--- config.mk ---
export PLATFORM = sky130hd
export DESIGN_NAME = replica_sequencer
export DESIGN_NICKNAME = d
export VERILOG_FILES = /design/src/rtl/replica_pkg.sv /design/src/rtl/replica_dist_rom.sv /design/src/rtl/replica_sequencer.sv
export SDC_FILE = /design/constraint.sdc
export NUM_CORES = 1
export LEC_CHECK = 0
export ABC_AREA = 1
export CORE_MARGIN = 4
export CORE_UTILIZATION = 25
export DETAILED_ROUTE_END_ITERATION = 10
export GPL_TIMING_DRIVEN = 0
export MAX_ROUTING_LAYER = met4
export PLACE_DENSITY = 0.64
export SLEW_MARGIN = 20
export SYNTH_ARGS = -nofsm -noshare
export SYNTH_HDL_FRONTEND = slang
export SYNTH_SLANG_ARGS = --single-unit
--- constraint.sdc ---
create_clock -name clk -period 4.42 [get_ports clk]
set_clock_uncertainty 0.2 [all_clocks]
set_input_delay 0.442 -clock clk [delete_from_list [all_inputs] [get_ports clk]]
set_output_delay 0.442 -clock clk [all_outputs]
set_load 0.02 [all_outputs]
--- src/rtl/replica_pkg.sv ---
// Shared types for the replica sequencer: command encodings, distance micro-op
// format, distance schedule modes and the sequencer FSM states.
package replica_pkg;

  typedef enum logic [1:0] {NOP, PREV, SELF, FOLW} exchange_command_t;

  typedef enum logic [1:0] {THR, OR0, OR1, TWO} opt_command_t;

  typedef enum logic [2:0] {KN, KM, KP, LN, LM, LP} dist_sel_t;

  typedef enum logic [1:0] {DNOP, ZERO, MNS, PLS} dist_op_t;

  typedef struct packed {
    dist_sel_t sel;
    dist_op_t  op;
  } distance_command_t;

  typedef enum logic [1:0] {MODE_NONE, MODE_OR0, MODE_TWO} dist_mode_t;

  typedef enum logic [1:0] {IDLE, OPT, DIST} state_t;

  localparam distance_command_t DIST_DEFAULT = '{sel: KN, op: DNOP};

endpackage

--- src/rtl/replica_dist_rom.sv ---
// Combinational distance micro-op schedule, selected by mode and step index k.
module replica_dist_rom
  import replica_pkg::*;
#(
  parameter int KW = 5
) (
  input  dist_mode_t        mode,
  input  logic [KW-1:0]     k,
  output distance_command_t c_distance
);

  logic [31:0] idx;
  assign idx = 32'(k);

  always_comb begin
    c_distance = DIST_DEFAULT;
    case (mode)
      MODE_OR0: begin
        case (idx)
          32'd0:   c_distance = '{KN, ZERO};
          32'd1:   c_distance = '{KM, MNS};
          32'd2:   c_distance = '{KP, PLS};
          32'd3:   c_distance = '{KN, MNS};
          32'd4:   c_distance = '{LN, PLS};
          32'd5:   c_distance = '{LP, MNS};
          32'd6:   c_distance = '{KN, PLS};
          default: c_distance = DIST_DEFAULT;
        endcase
      end
      MODE_TWO: begin
        case (idx)
          32'd0:   c_distance = '{KN, ZERO};
          32'd1:   c_distance = '{KM, MNS};
          32'd2:   c_distance = '{LM, PLS};
          32'd3:   c_distance = '{LN, MNS};
          32'd4:   c_distance = '{KN, PLS};
          default: c_distance = DIST_DEFAULT;
        endcase
      end
      default: c_distance = DIST_DEFAULT;
    endcase
  end

endmodule

--- src/rtl/replica_sequencer.sv ---
// Replica exchange/OPT/DIST sequencer. Define REPLICA_SEQ_CMD_TABLE_EN to build
// the per-replica exchange command table; otherwise only broadcast is supported.
module replica_sequencer
  import replica_pkg::*;
#(
  parameter int REPLICA_NUM = 32,
  parameter int OPT_CYCLES  = 6,
  parameter int DIST_CYCLES = 21
) (
  input  logic              clk,
  input  logic              reset,
  input  logic              set_command,
  input  logic              run_command,
  input  logic              run_distance,
  input  exchange_command_t c_exchange,
  input  exchange_command_t c_metropolis,
  input  opt_command_t      opt_com          [REPLICA_NUM],
  output logic              rbank,
  output logic              busy,
  output logic              cmd_overflow,
  output logic              run_ignored,
  output exchange_command_t c_exchange_out   [REPLICA_NUM],
  output exchange_command_t c_metropolis_out [REPLICA_NUM],
  output opt_command_t      opt_command      [REPLICA_NUM],
  output distance_command_t c_distance
);

  localparam int MAX_CYC = (OPT_CYCLES > DIST_CYCLES) ? OPT_CYCLES : DIST_CYCLES;
  localparam int CW      = $clog2(MAX_CYC + 1);
  localparam logic [CW-1:0] OPT_LAST  = CW'(OPT_CYCLES - 1);
  localparam logic [CW-1:0] DIST_LAST = CW'(DIST_CYCLES - 1);

  state_t            state, state_d;
  logic [CW-1:0]     cnt, cnt_d;
  dist_mode_t        mode, mode_d, scan_mode;
  logic              rbank_d, ign_d, run_ok, found;
  exchange_command_t xout_d [REPLICA_NUM];
  exchange_command_t dump   [REPLICA_NUM];
  opt_command_t      opt_d  [REPLICA_NUM];
  distance_command_t rom_out, dist_d;

  assign busy = (state != IDLE);

  // Lowest-index replica that is not THR decides the distance schedule.
  always_comb begin
    scan_mode = MODE_NONE;
    found     = 1'b0;
    for (int i = 0; i < REPLICA_NUM; i++) begin
      if (!found && opt_com[i] != THR) begin
        found     = 1'b1;
        scan_mode = (opt_com[i] == TWO) ? MODE_TWO : MODE_OR0;
      end
    end
  end

  // NOTE: every variable gets a default before the case so no latch is inferred;
  // combinational blocks use blocking '=' while the state register uses '<='.
  always_comb begin
    state_d = state;
    cnt_d   = cnt;
    mode_d  = mode;
    rbank_d = rbank;
    ign_d   = run_ignored;
    opt_d   = opt_command;
    run_ok  = 1'b0;
    case (state)
      IDLE: begin
        if (run_command) begin
          run_ok  = 1'b1;
          state_d = OPT;
          cnt_d   = '0;
          rbank_d = ~rbank;
        end else if (run_distance) begin
          state_d = DIST;
          cnt_d   = '0;
          opt_d   = opt_com;
          mode_d  = scan_mode;
        end
      end
      OPT: begin
        ign_d = run_ignored | run_command | run_distance;
        if (cnt == OPT_LAST) begin
          state_d = IDLE;
          opt_d   = '{default: THR};
        end else begin
          cnt_d = cnt + 1'b1;
        end
      end
      DIST: begin
        ign_d = run_ignored | run_command | run_distance;
        if (cnt == DIST_LAST) state_d = IDLE;
        else                  cnt_d   = cnt + 1'b1;
      end
      default: state_d = IDLE;
    endcase
  end

  always_comb begin
    xout_d = '{default: NOP};
    if (run_ok) begin
      if (c_exchange != NOP) xout_d = '{default: c_exchange};
      else                   xout_d = dump;
    end
  end

  // Distance op is registered against the next counter value so it lines up
  // with the DIST cycle it belongs to.
  replica_dist_rom #(.KW(CW)) u_rom (
    .mode       (mode_d),
    .k          (cnt_d),
    .c_distance (rom_out)
  );

  assign dist_d = (state_d == DIST) ? rom_out : DIST_DEFAULT;

  always_ff @(posedge clk or posedge reset) begin
    if (reset) begin
      state          <= IDLE;
      cnt            <= '0;
      mode           <= MODE_NONE;
      rbank          <= 1'b0;
      run_ignored    <= 1'b0;
      c_exchange_out <= '{default: NOP};
      opt_command    <= '{default: THR};
      c_distance     <= DIST_DEFAULT;
    end else begin
      state          <= state_d;
      cnt            <= cnt_d;
      mode           <= mode_d;
      rbank          <= rbank_d;
      run_ignored    <= ign_d;
      c_exchange_out <= xout_d;
      opt_command    <= opt_d;
      c_distance     <= dist_d;
    end
  end

  always_comb begin
    c_metropolis_out = '{default: NOP};
    case (c_metropolis)
      PREV, SELF: c_metropolis_out = '{default: c_metropolis};
      FOLW: begin
        for (int i = 0; i < REPLICA_NUM; i++)
          c_metropolis_out[i] = (c_exchange_out[i] == SELF) ? NOP : c_exchange_out[i];
      end
      default: c_metropolis_out = '{default: NOP};
    endcase
  end

`ifdef REPLICA_SEQ_CMD_TABLE_EN
  localparam int PW = $clog2(REPLICA_NUM + 1);

  exchange_command_t tbl   [REPLICA_NUM];
  exchange_command_t tbl_d [REPLICA_NUM];
  logic [PW-1:0]     wptr, wptr_d;
  logic              ovf_d;

  // A dump clears the table before any same-cycle write lands.
  always_comb begin
    tbl_d  = tbl;
    wptr_d = wptr;
    ovf_d  = cmd_overflow;
    if (run_ok && c_exchange == NOP) begin
      tbl_d  = '{default: NOP};
      wptr_d = '0;
    end
    if (set_command) begin
      if (wptr_d == PW'(REPLICA_NUM)) begin
        ovf_d = 1'b1;
      end else begin
        for (int i = 0; i < REPLICA_NUM; i++)
          if (PW'(i) == wptr_d) tbl_d[i] = c_exchange;
        wptr_d = wptr_d + 1'b1;
      end
    end
  end

  // NOTE: the table is small and must read NOP after reset, so it is reset
  // like ordinary flops rather than inferred as RAM.
  always_ff @(posedge clk or posedge reset) begin
    if (reset) begin
      tbl          <= '{default: NOP};
      wptr         <= '0;
      cmd_overflow <= 1'b0;
    end else begin
      tbl          <= tbl_d;
      wptr         <= wptr_d;
      cmd_overflow <= ovf_d;
    end
  end

  assign dump = tbl;
`else
  logic unused_set;
  assign unused_set   = set_command;
  assign dump         = '{default: NOP};
  assign cmd_overflow = 1'b0;
`endif

endmodule
Word level (Yosys, flattened, before mapping) --
Index checks and enable logic that the tools add are counted. W data, S select, Z words.
Cells by class: $add $sub $neg 1, equality and inequality tests 83, multiplexer cells 153, bitwise operators 3, reduce and logical (&&, ||, !) cells 103
Operators with widths (number):
- $mux W64 | 5
- $pmux W64 S2 | 2
- $mux W2 | 103
- $eq A2 B2 Y1 const B | 69
- $reduce_bool A2 Y1 | 35
- $pmux W5 S7 | 1
- $mux W1 | 33
- $logic_not A32 Y1 | 1
- $logic_and A1 B1 Y1 | 31
- $logic_not A1 Y1 | 31
- $mux W5 | 5
- $pmux W5 S5 | 1
- $eq A5 B3 Y1 const B | 4
- $pmux W5 S3 | 1
- $eq A5 B2 Y1 const B | 2
- $pmux W5 S2 | 1
- $eq A2 B1 Y1 const B | 3
- $ne A2 B2 Y1 const B | 3
- $pmux W2 S3 | 1
- $add A5 B1 Y5 const B | 1
- $eq A5 B1 Y1 const B | 1
- $eq A5 B5 Y1 const B | 1
- $reduce_and A4 Y1 | 1
- $reduce_or A2 Y1 | 2
- 4 further kinds | 5
Word-level totals: flip-flop bits (word level) 144, logic and storage cells 414

Longest topological paths before layout --
depth in word-level cells 101, depth in mapped cells 70, gate-level depth less buffers 70

Modules after synthesis --
A second synthesis with hierarchy kept.
Unflattened totals: cells, all modules 795, area, all modules 5894.4 sq um
By module, submodules not included:
- replica_sequencer | instances 1, cells each 749, area an instance 5632.9 sq um, sequential area each 2052.0 sq um
- replica_dist_rom | instances 1, cells each 46, area an instance 261.5 sq um, sequential area each 0.0 sq um

Worst setup path before layout --
No wires, ideal clock.
path kind input-to-reg, start point input port opt_com[62] in the netlist's numbering, end point register c_distance[0] in the netlist's numbering, setup time 0.078 ns, data arrival time 4.932 ns, slack -0.789 ns, cell stages on the path 51, buffers on the path 0, cell sequence inv_1 > ha_1 > nand2_1 > nor2_4 > nand3_2 > nor2_4 > nand3_2 > nor3_4 > nand3_2 > inv_2 > nand2_2 > nor3_4 > nand3_2 > nor3_2 > nand2_1 > inv_2 > nand2_2 > inv_2 > [... 15 more ...] > inv_2 > nand2_2 > inv_2 > nand2_2 > nor3_4 > nand2_2 > nor3_4 > nand2_2 > a21oi_2 > o21ai_0 > nand3_1 > nand2_1 > nand2_2 > inv_2 > ha_1 > nor2_1 > nand2_1 > a21oi_1
RTL lines:
- start, declared | RTL line replica_sequencer.sv:17 | input opt_command_t opt_com [REPLICA_NUM],
- end signal, assigned | RTL line replica_sequencer.sv:134 | c_distance <= dist_d;
- end, declared | RTL line replica_sequencer.sv:25 | output distance_command_t c_distance

==> metrics.md <==
| Metric | Value |
|---|---|
| Hold path depth | 3 |
| RR Startpoint | state[1] |
| Row Count | 55 |
| Total track usage | 15.3% |
| Max Fclk | 184 MHz |
| Final cell count without fillers | 1,444 |
| Number of global-route vias before repair | 5,795 |
| GR Util met3 | 4.80% |
| Sequential power share | 24.6% |
| Crit. End Element | register |
| Setup TNS | -5.87 ns |
| Worst Hold Class | in2reg |
| Setup repair after global routing missed its margin | yes |
| GR peak layer | met2 |
| Proportion of layout cells with a drive suffix above 1 | 22.9% |
| Met1 usage | 17.3% |
| Hold buffers post-CTS | 0 |
| DP Worst Slack | -2.06 ns |
| Final setup viols | 7 |
| Clock sinks | 82 |
| Die Ht | 161 um |
| Core Region | 0.0228 mm2 |
| CTS tree | yes |
| Fillers | 2,285 |
| Die area | 0.0259 mm2 |
| Peak VDD IR | 278 uV |
| Slew Viols, Final | 0 |
| Cell Pwr Density | 523 mW/mm2 |
| Cell variety after synth | 32 |
| Min-delay src | opt_com[60] |
| Syn. warnings | 0 |
| Largest delay contributor family on the critical path | simple AND/OR/NAND/NOR gates |
| DR vias | 6,058 |
| Clock buffer depth | 2 |
| Mapped Cells | 801 |
| Via density | 4.20 |
| Final Hold Viols | 0 |
| Syn nets | 885 |
| Placed insts | 1,387 |
| Final wirelength | 20,300 um |
| Startpoint Class | input pin |
| Routability Congestion | 0.864 |
| Arr. time, crit path | 5.48 ns |
| I/O pins | 274 |
| DP HPWL | 15,400 um |
| Seq/Total Area, Yosys | 35.1% |
| Failing checks | setup timing |
| Initial drt markers | 291 |
| Max cap viols | 0 |
| Largest stage delay, worst path | 0.24 ns |
| Crit-path slowest cell | ha_4 |
| Measured slew at the worst slew-check pin | 0.974 ns |
| Switching pwr | 2250 uW |
| CTS buffer count | 9 |
| Initial Util | 25.6% |
| Worst r2r path cells | 16 |
| GRT Residual Overflow | 0 |
| Cell Area, Synth | 0.00584 mm2 |
| Pint | 2890 uW |
| CP required | 4.48 ns |
| H-tree Lvls | 3 |
| Root Driver | clkbuf_16 |
| Crit Path Class | in2reg |
| Drt pass-1 iters | 5 |
| Fin crit period | 5.42 ns |
| Area leader, netlist | dfrtp_1 |
| Leakage | 0.00487 uW |
| Crit path top cell by count | inv_2 |
| Largest net degree at the start of global routing | 44 |
| Reg2reg end | c_distance[1] |
| Area contributors post-synth | dfrtp_1 (35%), buf_4 (16%), nand2_1 (14%), nand3_1 (7.1%), inv_1 (5.3%) |
| Status | finished with violations |
| Slew margin rel. | 35.1% |
| Worst-skew pair later-pin latency | 0.35 ns |
| Drc violations | 0 |
| Yosys top cell area share | 35.1% |
| R2R Setup Slk | 1.17 ns |
| Pwr Total | 5140 uW |
| Post-route ant nets | 0 |
| Yosys reg bits | 82 |
| CP Depth | 52 |
| Combinational Power Share | 59.9% |
| Port Buffers | 271 |
| Period utilisation layout | 123% |
| Final WS setup | -1.00 ns |
| Wire per inst | 14.0 um |
| Worst Hold End | opt_command[60] |
| Buf+Inv Stages, Crit Path | 13 |
| Switching Share | 43.8% |
| First-pass GRT wire length | 30,900 um |
| Final #Nets | 1,208 |
| Die width | 161 um |
| Synth Area per Inst | 7.29 um2 |
| Clk slew on worst S/H paths | 0.06 ns |
| Area delta synth->final | 68.4% |
| Routing usage on met2 | 25.3% |
| Max FO, Critical Path | 5 |
| Clk pwr share | 15.5% |
| Initial antenna violation count | 2 |
| Layout Utilization | 43.2% |
[repair_timing]
item,in CTS,in global routing
endpoints found under the setup margin,7,7
pin swaps,6,10
buffers inserted,25,14
gates resized for setup,41,39
gates cloned,0,0
[worst register-to-register path, cell delays in order, from the launching register on]
cell and delay (ns):
dfrtp_1 0.40, inv_1 0.11, ha_1 0.15, clkbuf_1 0.25
clkinv_1 0.40, o22ai_1 0.39, nor2_1 0.08, o22ai_1 0.22
nor2_1 0.10, inv_1 0.08, nor2_1 0.06, a21oi_1 0.20
inv_1 0.08, nor2_1 0.08, inv_1 0.06, o31ai_1 0.18
a21oi_1 0.09
[power groups by stage]
stage	sequential [uW]	combinational [uW]	clock, uW
after floorplan	1580	1300	0
after global placement	1260	2970	0
after detailed placement	1270	3000	0
after CTS	1270	3060	818
after global routing	1310	3330	850
final	1260	3080	798
[cells in the mapped netlist]
| cell type | number |
|---|---|
| a21oi_2 | 2 |
| clkbuf_1 | 19 |
| buf_4 | 125 |
| o21ai_1 | 2 |
| nand4_1 | 1 |
| nand2_2 | 12 |
| ha_1 | 11 |
| a21boi_0 | 3 |
| conb_1 | 1 |
| nand3_2 | 6 |
| nor3_2 | 2 |
| dfrtp_1 | 82 |
| a21o_1 | 1 |
| inv_2 | 11 |
| o21a_1 | 1 |
| nor2_1 | 39 |
| inv_1 | 82 |
| nor2_4 | 2 |
| o2111ai_1 | 1 |
| clkinv_1 | 2 |
| nor3_1 | 4 |
| nor2_2 | 1 |
| nor3_4 | 6 |
| a31oi_1 | 3 |
| a21oi_1 | 15 |
| xnor2_1 | 1 |
| o22ai_1 | 3 |
| nand2_1 | 214 |
| o2bb2ai_1 | 1 |
| o21ai_0 | 34 |
| nand3_1 | 83 |
| o31ai_1 | 31 |
[cell usage in the layout (no fill, tap or decap), drive strengths merged, types with 12 or more instances in the layout]
cell type,synthesis,final
a21oi,17,17
buf,125,170
clkbuf,19,33
clkdlybuf4s50,0,261
dfrtp,82,82
inv,93,92
nand2,226,226
nand3,89,89
nor2,42,42
nor3,12,12
o21ai,36,36
o31ai,31,31
[worst max path at each step]
stage / from / to
after floorplan: opt_com[62] / c_distance[0]
after global placement: opt_com[62] / c_distance[2]
after detailed placement: opt_com[62] / c_distance[0]
after CTS: opt_com[59] / c_distance[0]
after global routing: opt_com[62] / c_distance[0]
final: opt_com[62] / c_distance[0]
[through the flow]
step	hold slack, ns	instance area, um2
after floorplan	0.273	5870
after global placement	0.253	8980
after detailed placement	0.256	9060
after CTS	0.175	9590
after global routing	0.199	9830
final	0.151	9830
[cells by family after synthesis]
group / synth area share [%]
compound gates: 10.2
xor+xnor: 0.150
fa+ha+maj: 2.36
buf+inv: 23.4
flops: 35.1
other cells: 0.0642
simple gates: 28.6
[layout make-up]
type                            count  area (um2)  area share, %
Buffer                            144        1010           10.3
Multi-Input combinational cell    480        2630           26.7
Sequential cell                    82        2050           20.9
Antenna cell                        2        5.00         0.0509
Clock inverter                      4        50.0          0.509
Tap cell                          313         392           3.98
Inverter                           95         377           3.83
Clock buffer                       12         256           2.61
Timing Repair Buffer              312        3060           31.1
[registers in the layout (all words and copies together), names as in the netlist]
name,count
run_ignored,1
opt_command,64
state,2
cnt,5
mode,2
c_exchange_out,2
rbank,1
c_distance,5
[routing by layer]
metal,part of all wire [%],wire length (um)
met5,0,0
met4,3.1,633
met3,9.0,1830
met2,48,9790
met1,39,8000
Power figures use the tool's default switching activity.
